**src/rtl/eth_fcs_pkg.sv**
```systemverilog
// Shared constants, types and helpers for the Ethernet FCS inserter.
// Latency: n/a (package). Backpressure: n/a.
// CRC32 is the reflected form of the IEEE 802.3 polynomial.
package eth_fcs_pkg;

    function automatic logic [31:0] reflect32(input logic [31:0] v);
        logic [31:0] r;
        for (int i = 0; i < 32; i++) r[i] = v[31-i];
        return r;
    endfunction

    localparam logic [31:0] CRC_POLY      = 32'h04C11DB7;
    localparam logic [31:0] CRC_POLY_REFL = reflect32(CRC_POLY);
    localparam logic [31:0] CRC_INIT      = 32'hFFFFFFFF;

    typedef enum logic {PASS = 1'b0, EXTRA = 1'b1} state_t;

    typedef struct packed {
        logic [127:0] dat;
        logic [2:0]   ovf;
    } merge_t;

    function automatic logic [31:0] crc_byte(input logic [31:0] crc, input logic [7:0] b);
        logic [31:0] c;
        c = crc ^ {24'h0, b};
        for (int i = 0; i < 8; i++) c = c[0] ? ((c >> 1) ^ CRC_POLY_REFL) : (c >> 1);
        return c;
    endfunction

    // Contiguous-from-bit-0 strobe to byte count; anything else is illegal and yields 0.
    function automatic logic [4:0] strb_to_count(input logic [15:0] strb);
        logic [4:0] n;
        n = 5'd0;
        for (int i = 1; i <= 16; i++)
            if (strb == 16'((17'd1 << i) - 17'd1)) n = 5'(i);
        return n;
    endfunction

    // Keeps bytes below n, drops the FCS in LSB-first from byte n, zeros the rest.
    function automatic merge_t fcs_merge(input logic [127:0] dat, input logic [4:0] n,
                                         input logic [31:0] fcs);
        merge_t m;
        m.dat = '0;
        for (int i = 0; i < 16; i++) begin
            if (i < int'(n))
                m.dat[8*i +: 8] = dat[8*i +: 8];
            else if (i < int'(n) + 4)
                m.dat[8*i +: 8] = fcs[8*(i-int'(n)) +: 8];
        end
        m.ovf = (n > 5'd12) ? 3'(n - 5'd12) : 3'd0;
        return m;
    endfunction

endpackage

```
**src/rtl/eth_crc_step.sv**
```systemverilog
// Advances a reflected CRC32 over the first count bytes (1..16) of a 128-bit beat.
// Latency: combinational. Backpressure: none.
// The chain computes every prefix width and the byte count selects one.
module eth_crc_step
    import eth_fcs_pkg::*;
(
    input  logic [31:0]  crc_in,
    input  logic [127:0] data,
    input  logic [4:0]   count,
    output logic [31:0]  crc_out
);

    always_comb begin
        logic [31:0] c;
        c       = crc_in;
        crc_out = crc_in;
        for (int i = 0; i < 16; i++) begin
            c = crc_byte(c, data[8*i +: 8]);
            if (5'(i + 1) == count) crc_out = c;
        end
    end

endmodule

```
**src/rtl/axis_eth_fcs_insert.sv**
```systemverilog
// Appends the Ethernet FCS to a 128-bit AXI4-Stream frame, adding one beat when it does not fit.
// Latency: 1 cycle, output fully registered; EXTRA beat follows the last input beat.
// Backpressure: output held while stalled; input_axis_tready low when output full or in EXTRA.
module axis_eth_fcs_insert
    import eth_fcs_pkg::*;
(
    input  logic         clk,
    input  logic         rst_n,
    input  logic [127:0] input_axis_tdata,
    input  logic [15:0]  input_axis_tstrb,
    input  logic         input_axis_tvalid,
    output logic         input_axis_tready,
    input  logic         input_axis_tlast,
    output logic [127:0] output_axis_tdata,
    output logic [15:0]  output_axis_tstrb,
    output logic         output_axis_tvalid,
    input  logic         output_axis_tready,
    output logic         output_axis_tlast,
    output logic [31:0]  output_fcs,
    output logic         output_fcs_valid,
    output logic         bad_strb
);

    state_t       state_q, state_d;
    logic [31:0]  crc_q, crc_d;
    logic [31:0]  fcs_hold_q, fcs_hold_d;
    logic [2:0]   hold_cnt_q, hold_cnt_d;
    logic [127:0] out_dat_q, out_dat_d;
    logic [15:0]  out_strb_q, out_strb_d;
    logic         out_vld_q, out_vld_d;
    logic         out_last_q, out_last_d;
    logic [31:0]  fcs_q, fcs_d;
    logic         fcs_vld_q, fcs_vld_d;
    logic         bad_strb_q, bad_strb_d;

    logic         out_free, in_rdy, in_fire;
    logic [4:0]   strb_cnt, byte_cnt;
    logic         strb_ok;
    logic [31:0]  crc_fin, fcs_new;
    merge_t       merged;

    assign out_free          = !out_vld_q || output_axis_tready;
    assign in_rdy            = out_free && (state_q == PASS) && rst_n;
    assign in_fire           = input_axis_tvalid && in_rdy;
    assign input_axis_tready = in_rdy;

    // Illegal strobes are flagged but the beat is still treated as 16 valid bytes.
    always_comb begin
        strb_cnt = strb_to_count(input_axis_tstrb);
        strb_ok  = input_axis_tlast ? (strb_cnt != 5'd0) : (input_axis_tstrb == 16'hFFFF);
        byte_cnt = strb_ok ? strb_cnt : 5'd16;
    end

    eth_crc_step u_crc_step (
        .crc_in  (crc_q),
        .data    (input_axis_tdata),
        .count   (byte_cnt),
        .crc_out (crc_fin)
    );

    assign fcs_new = ~crc_fin;
    assign merged  = fcs_merge(input_axis_tdata, byte_cnt, fcs_new);

    always_comb begin
        state_d    = state_q;
        crc_d      = crc_q;
        fcs_hold_d = fcs_hold_q;
        hold_cnt_d = hold_cnt_q;
        out_dat_d  = out_dat_q;
        out_strb_d = out_strb_q;
        out_vld_d  = out_vld_q;
        out_last_d = out_last_q;
        fcs_d      = fcs_q;
        fcs_vld_d  = 1'b0;
        bad_strb_d = 1'b0;

        if (out_free) out_vld_d = 1'b0;

        if (state_q == EXTRA) begin
            if (out_free) begin
                out_dat_d  = {96'h0, fcs_hold_q};
                out_strb_d = 16'((17'd1 << hold_cnt_q) - 17'd1);
                out_last_d = 1'b1;
                out_vld_d  = 1'b1;
                state_d    = PASS;
            end
        end else if (in_fire) begin
            bad_strb_d = !strb_ok;
            out_vld_d  = 1'b1;
            if (!input_axis_tlast) begin
                crc_d      = crc_fin;
                out_dat_d  = input_axis_tdata;
                out_strb_d = 16'hFFFF;
                out_last_d = 1'b0;
            end else begin
                crc_d     = CRC_INIT;
                fcs_d     = fcs_new;
                fcs_vld_d = 1'b1;
                out_dat_d = merged.dat;
                if (merged.ovf == 3'd0) begin
                    out_strb_d = 16'((17'd1 << (byte_cnt + 5'd4)) - 17'd1);
                    out_last_d = 1'b1;
                end else begin
                    // FCS bytes that spill past byte 15, shifted down to byte 0.
                    out_strb_d = 16'hFFFF;
                    out_last_d = 1'b0;
                    fcs_hold_d = fcs_new >> {5'd16 - byte_cnt, 3'b000};
                    hold_cnt_d = merged.ovf;
                    state_d    = EXTRA;
                end
            end
        end
    end

    always_ff @(posedge clk or negedge rst_n) begin
        if (!rst_n) begin
            state_q    <= PASS;
            crc_q      <= CRC_INIT;
            fcs_hold_q <= '0;
            hold_cnt_q <= '0;
            out_dat_q  <= '0;
            out_strb_q <= '0;
            out_vld_q  <= 1'b0;
            out_last_q <= 1'b0;
            fcs_q      <= '0;
            fcs_vld_q  <= 1'b0;
            bad_strb_q <= 1'b0;
        end else begin
            state_q    <= state_d;
            crc_q      <= crc_d;
            fcs_hold_q <= fcs_hold_d;
            hold_cnt_q <= hold_cnt_d;
            out_dat_q  <= out_dat_d;
            out_strb_q <= out_strb_d;
            out_vld_q  <= out_vld_d;
            out_last_q <= out_last_d;
            fcs_q      <= fcs_d;
            fcs_vld_q  <= fcs_vld_d;
            bad_strb_q <= bad_strb_d;
        end
    end

    assign output_axis_tdata  = out_dat_q;
    assign output_axis_tstrb  = out_strb_q;
    assign output_axis_tvalid = out_vld_q;
    assign output_axis_tlast  = out_last_q;
    assign output_fcs         = fcs_q;
    assign output_fcs_valid   = fcs_vld_q;
    assign bad_strb           = bad_strb_q;

endmodule

```
**config.mk**
```make
export PLATFORM = sky130hd
export DESIGN_NAME = axis_eth_fcs_insert
export DESIGN_NICKNAME = d
export VERILOG_FILES = /design/src/rtl/eth_fcs_pkg.sv /design/src/rtl/eth_crc_step.sv /design/src/rtl/axis_eth_fcs_insert.sv
export SDC_FILE = /design/constraint.sdc
export NUM_CORES = 2
export LEC_CHECK = 0
export BUFFER_PORTS_ARGS = -buffer_cell sky130_fd_sc_hd__buf_2
export CAP_MARGIN = 10
export CELL_PAD_IN_SITES_DETAIL_PLACEMENT = 1
export CELL_PAD_IN_SITES_GLOBAL_PLACEMENT = 2
export CORE_UTILIZATION = 44
export DETAILED_ROUTE_END_ITERATION = 7
export PLACE_DENSITY_LB_ADDON = 0.05
export REMOVE_ABC_BUFFERS = 1
export SYNTH_ARGS = -nofsm -noshare
export SYNTH_HDL_FRONTEND = slang
export SYNTH_HIERARCHICAL = 1
export SYNTH_SLANG_ARGS = --single-unit
```
**constraint.sdc**
```tcl
create_clock -name clk -period 21 [get_ports clk]
set_input_delay 4.2 -clock clk [delete_from_list [all_inputs] [get_ports clk]]
set_output_delay 4.2 -clock clk [all_outputs]
set_load 0.01 [all_outputs]
```
Word level (Yosys, flattened, before mapping)
Index checks and enable logic that the tools add are counted.
{"block": "classes", "add_sub_neg": 22, "mul": 0, "div": 0, "n_lt_le_gt_ge": 33, "n_eq_ne": 33, "n_shift": 19, "mux": 224, "bitwise": 147, "reduce_logical": 13}
{"op": "32-bit two-way mux", "n": 145}
{"op": "13-bit NOT with 14-bit output", "n": 128}
{"op": "128-bit two-way mux", "n": 4}
{"op": "32-bit by 9-bit variable part select with 8-bit output", "n": 16}
{"op": "32-bit by 8-bit XOR with 32-bit output", "n": 16}
{"op": "8-bit two-way mux", "n": 32}
{"op": "5-bit by 32-bit less-than comparator with 1-bit output (first input constant)", "n": 7}
{"op": "4-bit by 32-bit less-than comparator with 1-bit output (first input constant)", "n": 4}
{"op": "16-bit two-way mux", "n": 5}
{"op": "5-bit two-way mux", "n": 14}
{"op": "3-bit by 32-bit less-than comparator with 1-bit output (first input constant)", "n": 2}
{"op": "4-bit by 5-bit subtractor with 6-bit output (first input constant)", "n": 8}
{"op": "4-bit by 5-bit equality test with 1-bit output (first input constant)", "n": 8}
{"op": "4-bit by 5-bit less-than comparator with 1-bit output (first input constant)", "n": 8}
{"op": "1-bit by 32-bit less-than comparator with 1-bit output (first input constant)", "n": 1}
{"op": "2-bit by 32-bit less-than comparator with 1-bit output (first input constant)", "n": 1}
{"op": "32-bit NOT", "n": 1}
{"op": "32-bit by 8-bit right shift with 32-bit output", "n": 1}
{"op": "16-bit by 1-bit subtractor with 16-bit output (second input constant)", "n": 2}
{"op": "3-bit by 5-bit subtractor with 6-bit output (first input constant)", "n": 4}
{"op": "1-bit two-way mux", "n": 21}
{"op": "3-bit by 5-bit equality test with 1-bit output (first input constant)", "n": 4}
{"op": "3-bit by 5-bit less-than comparator with 1-bit output (first input constant)", "n": 4}
{"op": "16-bit by 1-bit equality test with 1-bit output (second input constant)", "n": 1}
{"op": "43 further kinds", "n": 54}
{"block": "word_totals", "reg_bits": 248, "latchBits": 0, "ram_bits": 0, "rom_bits": 0, "input_bits": 149, "out_inout_bits": 181, "wordCells": 502, "mem_count": 0}

Longest topological paths before layout
{"block": "depth", "depth_word": 280, "mapped_depth": 39, "mapped_depth_nobuf": 34}

Hierarchy
The synthesis kept the hierarchy.
{"mod": "eth_crc_step", "n_inst": 1, "cells_per_inst": 2639, "area_per_inst_um2": 27357.5, "seq_area_each_um2": 0.0}
{"mod": "axis_eth_fcs_insert", "n_inst": 1, "cells_per_inst": 1521, "area_per_inst_um2": 13716.9, "seq_area_each_um2": 6246.0}

Worst setup path before layout
No wires, ideal clock.
{"block": "synth_path", "kind": "input to register", "start": "input port input_axis_tdata[1]", "end": "register out_dat_q[19] (netlist: output_axis_tdata[19])", "setup_time_ns": 0.123, "t_arrival_ns": 16.127, "t_required_ns": 20.877, "slack_ns": 4.749, "path_stages": 31, "path_buffers": 1, "cell_sequence": "xnor2_4 > xnor3_1 > xor2_1 > xnor3_1 > xnor2_2 > xnor3_2 > xor2_4 > xnor3_1 > xnor3_1 > xnor2_2 > xnor3_1 > xnor2_2 > xnor3_1 > xnor2_4 > xnor3_1 > xor3_1 > xnor3_1 > buf_4 > xor3_2 > xnor3_2 > xnor3_2 > xnor3_1 > xnor3_2 > xnor3_2 > xnor3_1 > xnor3_1 > mux2i_1 > mux2i_1 > mux2i_1 > o21a_1 > a21oi_1"}
{"block": "synth_via", "elab_chain_len": 203, "elab_cells_between_ends": 293, "classes_between": "shift (1); mux (149); bitwise (143)"}
{"item": "from (decl)", "line": "axis_eth_fcs_insert.sv:9", "rtl": "input logic [127:0] input_axis_tdata,"}
{"item": "32-bit by 8-bit XOR with 32-bit output *", "line": "eth_fcs_pkg.sv:25", "rtl": "c = crc ^ {24'h0, b};"}
{"item": "32-bit two-way mux * (2 in series)", "line": "eth_fcs_pkg.sv:26", "rtl": "for (int i = 0; i < 8; i++) c = c[0] ? ((c >> 1) ^ CRC_POLY_REFL) : (c >> 1);"}
{"item": "13-bit NOT with 14-bit output (no line)"}
{"item": "32-bit two-way mux *", "line": "eth_fcs_pkg.sv:26"}
{"item": "13-bit NOT with 14-bit output (no line) / 32-bit two-way mux (equally long branches)"}
{"item": "32-bit two-way mux * (4 in series)", "line": "eth_fcs_pkg.sv:26"}
{"item": "13-bit NOT with 14-bit output (no line) / 32-bit two-way mux (equally long branches)"}
{"item": "32-bit two-way mux *", "line": "eth_fcs_pkg.sv:26"}
{"item": "[184 not listed]"}
{"item": "via crc_fin[19]", "line": "axis_eth_fcs_insert.sv:39", "rtl": "logic [31:0] crc_fin, fcs_new;"}
{"item": "32-bit NOT *", "line": "axis_eth_fcs_insert.sv:61", "rtl": "assign fcs_new = ~crc_fin;"}
{"item": "32-bit by 9-bit variable part select with 8-bit output *", "line": "eth_fcs_pkg.sv:48", "rtl": "m.dat[8*i +: 8] = fcs[8*(i-int'(n)) +: 8];"}
{"item": "8-bit two-way mux *", "line": "eth_fcs_pkg.sv:47", "rtl": "else if (i < int'(n) + 4)"}
{"item": "8-bit two-way mux *", "line": "eth_fcs_pkg.sv:45", "rtl": "if (i < int'(n))"}
{"item": "128-bit two-way mux *", "line": "axis_eth_fcs_insert.sv:90", "rtl": "if (!input_axis_tlast) begin"}
{"item": "128-bit two-way mux *", "line": "axis_eth_fcs_insert.sv:87", "rtl": "end else if (in_fire) begin"}
{"item": "128-bit two-way mux *", "line": "axis_eth_fcs_insert.sv:79", "rtl": "if (state_q == EXTRA) begin"}
{"item": "to (signal assigned)", "line": "axis_eth_fcs_insert.sv:133", "rtl": "out_dat_q <= out_dat_d;"}
{"item": "to (decl)", "line": "axis_eth_fcs_insert.sv:28", "rtl": "logic [127:0] out_dat_q, out_dat_d;"}
Mark *: on every way through the listed nets, which the timed path passes. The rest lies on a longest branch. The select of a mux whose other input is x is not followed.
A chain may end at the register's enable or synchronous reset.

Worst setup path in the final report
{"block": "layout_path", "start": "input port input_axis_tdata[1]", "end": "register out_dat_q[15] (netlist: output_axis_tdata[15])"}
{"block": "layout_via", "elab_chain_len": 203, "elab_cells_between_ends": 293, "classes_between": "shift (1); mux (149); bitwise (143)"}
{"item": "32-bit by 8-bit XOR with 32-bit output *", "line": "eth_fcs_pkg.sv:25"}
{"item": "32-bit two-way mux * (2 in series)", "line": "eth_fcs_pkg.sv:26"}
{"item": "13-bit NOT with 14-bit output (no line)"}
{"item": "32-bit two-way mux *", "line": "eth_fcs_pkg.sv:26"}
{"item": "13-bit NOT with 14-bit output (no line)"}
{"item": "32-bit two-way mux * (4 in series)", "line": "eth_fcs_pkg.sv:26"}
{"item": "13-bit NOT with 14-bit output (no line)"}
{"item": "32-bit two-way mux *", "line": "eth_fcs_pkg.sv:26"}
{"item": "[184 not listed]"}
{"item": "via crc_fin[23]", "line": "axis_eth_fcs_insert.sv:39"}
{"item": "32-bit NOT *", "line": "axis_eth_fcs_insert.sv:61"}
{"item": "32-bit by 9-bit variable part select with 8-bit output *", "line": "eth_fcs_pkg.sv:48"}
{"item": "8-bit two-way mux *", "line": "eth_fcs_pkg.sv:47"}
{"item": "8-bit two-way mux *", "line": "eth_fcs_pkg.sv:45"}
{"item": "128-bit two-way mux *", "line": "axis_eth_fcs_insert.sv:90"}
{"item": "128-bit two-way mux *", "line": "axis_eth_fcs_insert.sv:87"}
{"item": "128-bit two-way mux *", "line": "axis_eth_fcs_insert.sv:79"}
Marked as above.

==> metrics.md <==
| Metric | Value |
|---|---|
| Main synth FF type | dfrtp_1 |
| I/O Pins | 330 |
| CP max FO | 12 |
| Crit. Startpoint | input_axis_tdata[1] |
| Synthesized area | 41100 um^2 |
| Levels on crit path | 34 |
| Crit. End Element | register |
| CP top delay family | XOR/XNOR gates |
| Final WL | 206 mm |
| Hpwl dp | 166 mm |
| Synthesized area per cell | a little under 10 um^2 |
| Chip width | between 300 and 400 um |
| Hold-fix buffers, CTS | 0 |
| Fmax achieved | 0.0500 GHz |
| Drt initial violations | between 4k and 5k |
| Clock-pin slew on the worst setup and hold paths | 0.07 ns |
| Sequential area share after synthesis | 15.2% |
| Crit-path most repeated cell | xnor3_1 |
| Slew headroom | between 10% and 20% |
| Layout Nets | about 4.6k |
| Postcts setup bufs | 0 |
| Status | complete, no violations |
| Critical Path AT | 20.49 ns |
| First-pass GRT wire length | approximately 290 mm |
| Area leader, netlist | xnor3_1 |
| Syn Inst Count | 4160 |
| Syn-to-layout area delta | 10.7% |
| Final Hold Violating Endpoints | 0 |
| Max Slew Vio Count | 0 |
| Fraction of layout cells with a size suffix above 1 | 17.8% |
| WHS Path Cells | 2 |
| Core Footprint | a little over 90000 um^2 |
| Final critical-path share of the clock period | 95.3% |
| DR vias/cell | ~6.3 |
| Reg2Reg Depth | 33 |
| CP Data Required Time | roughly 21 ns |
| Reg-to-Reg Start | crc_q[1]$_DFFE_PN1P_ |
| Via count | 36.0k |
| Die Ht | just over 300 um |
| Hold path start | output_axis_tstrb[6]$_DFFE_PN0P_ |
| Routed wire per std cell | 36.3 um |
| First-pass iteration count of the detailed router | 5 |
| EDFF count, synth | 0 |
| Root Buffer | clkbuf_16 |
| Most frequent cell after synthesis | xnor2_1 |
| CP bufs+invs | 4 |
| Slowest-stage cell, CP | xnor3_1 |
| Clock Latency Late Sink | about 0.61 ns |
| Crit path time final | approximately 20 ns |
| DIE AREA | 94600 um^2 |
| Startpoint class of the critical path | input port |
| RePlAce Congestion | 1.01 |
| Worst slew pin tran | 1.26 ns |
| Largest cells by area after synthesis | xnor3_1 20%, xnor2_1 16%, dfrtp_1 13% |
| FP Rows | 111 |
| # DRC | 0 |
| Slowest cell delay on critical path | 1.00 ns |
| #FFs+latches synth | 248 |
| Async set or reset register ratio after synthesis | 100% |
| Ys Warns | 6 |
| TritonCTS clock tree | yes |
| Vias in the first global route | 35.4k |
| Setup Skew | 0.0212 ns |
| Total CTS buffers | 31 |
| H-tree depth | 1 |
| CTS sink count | ~250 |
| Post-synth top cells | 764 x xnor2_1, 425 x nand2_1, 379 x o21ai_0 |
| Resized cells post-CTS | 0 |
| Setup TNS Final | 0 ns |
| Final setup vio count | 0 |
| Initial antenna violation count | 13 |
| RSZ-0062 raised after global routing | false |
| Distinct cells, synth | between 80 and 90 |
| Post-DRT Antenna Nets | 0 |
| Initial core utilization | 44.6% |
| CTS max path bufs | 3 |
| Largest net degree at the start of global routing | roughly 80 |
| Synth top area share | 19.7% |
| Grt total ovfl | 0 |
| MaxCap Viol Count | 0 |
| Port Buf Inserts | 329 |
| Worst Hold Class | register to register |
| Fill cell count | between 10k and 15k |
| Worst Path Class, Setup | input port to register |
| GR Util All Layers | between 40% and 50% |
worst min-delay path, stage by stage, from the launching register on:
cell     delay [ns]
dfrtp_1        0.34
nand2_1        0.05
nand2_1        0.05
placed cells by master (no fill, tap or decap), drive strengths merged, types with 23 or more instances in the layout:
cell type and instances:
o211ai 107, clkbuf 46, o21ai 392, ha 23, a21oi 252, nor2 225
xor2 293, buf 467, xnor2 850, nand2b 26, a22oi 68, or3 35
a32oi 24, mux2i 108, dfstp 32, nand3 29, nor3 27, xnor3 402
nand2 425, a211oi 75, xor3 80, dfrtp 216
metal layers:
layer / routed length (um) / global-route usage [%] / vias up
met5: 52 / 0 / -
met4: 10200 / 16.7 / 8
met3: 20300 / 8.46 / 427
met2: 89800 / 65.1 / 2117
met1: 86000 / 60.0 / 18400
li1: - / - / 15100
area by class of cell:
type | count | area (um^2) | share of cell area [%]
Inverter | 19 | 71.3 | 0.157
Multi-Input combinational cell | 3649 | 33900 | 74.5
Antenna cell | 5 | 12.5 | 0.0275
Timing Repair Buffer | 467 | 2690 | 5.92
Tap cell | 1243 | 1560 | 3.42
Clock buffer | 46 | 872 | 1.92
Sequential cell | 248 | 6250 | 13.7
Clock inverter | 11 | 158 | 0.347
worst paths after layout:
| path | end | slack, ns |
|---|---|---|
| worst min-delay path | output_axis_tstrb[6]$_DFFE_PN0P_ | 0.47 |
| worst min register to register | output_axis_tstrb[6]$_DFFE_PN0P_ | 0.47 |
| max in group asynchronous | output_axis_tdata[99]$_DFFE_PN0P_ | 15.13 |
| worst max-delay path | output_axis_tdata[15]$_DFFE_PN0P_ | 0.98 |
| min in group asynchronous | output_axis_tstrb[2]$_DFFE_PN0P_ | 3.51 |
| worst max register to register | output_axis_tdata[15]$_DFFE_PN0P_ | 4.32 |
sequential cells by signal, indices dropped and copies added, names as in the netlist:
register and count:
output_axis_tdata 128, crc_q 32, fcs_hold_q 32, output_fcs 32, output_axis_tstrb 16, hold_cnt_q 3, bad_strb 1, output_axis_tlast 1
output_axis_tvalid 1, output_fcs_valid 1, state_q 1
logic make-up (layout without fill, tap and decap cells):
| kind of cell | after synthesis | count (layout) | synth area share [%] |
|---|---|---|---|
| and+or+nand+nor | 853 | 853 | 9.13 |
| AOI/OAI and AO/OA | 1029 | 1029 | 15.1 |
| buffers and inverters | 263 | 543 | 2.73 |
| other | 0 | 5 | 0 |
| adders and majority gates | 23 | 23 | 0.701 |
| DFF | 248 | 248 | 15.2 |
| xor gates and xnor gates | 1625 | 1625 | 54.2 |
| muxes | 119 | 119 | 2.93 |
per-stage QoR:
stage	util (%)	instance area (um^2)	setup slack [ns]	hold slack, ns	std cells
floorplan	-	40000	2.69	0.442	3916
global placement	48.2	44400	0.417	0.446	5624
detailed placement	48.2	44400	0.667	0.457	5625
CTS	49.4	45400	1.27	0.472	5682
global route	49.4	45500	0.639	0.486	5683
finish	49.4	45500	0.981	0.466	5688
Power is left out: the tool's default activity adds up to more than one toggle a clock period on the data nets, which glitch-free logic cannot reach.
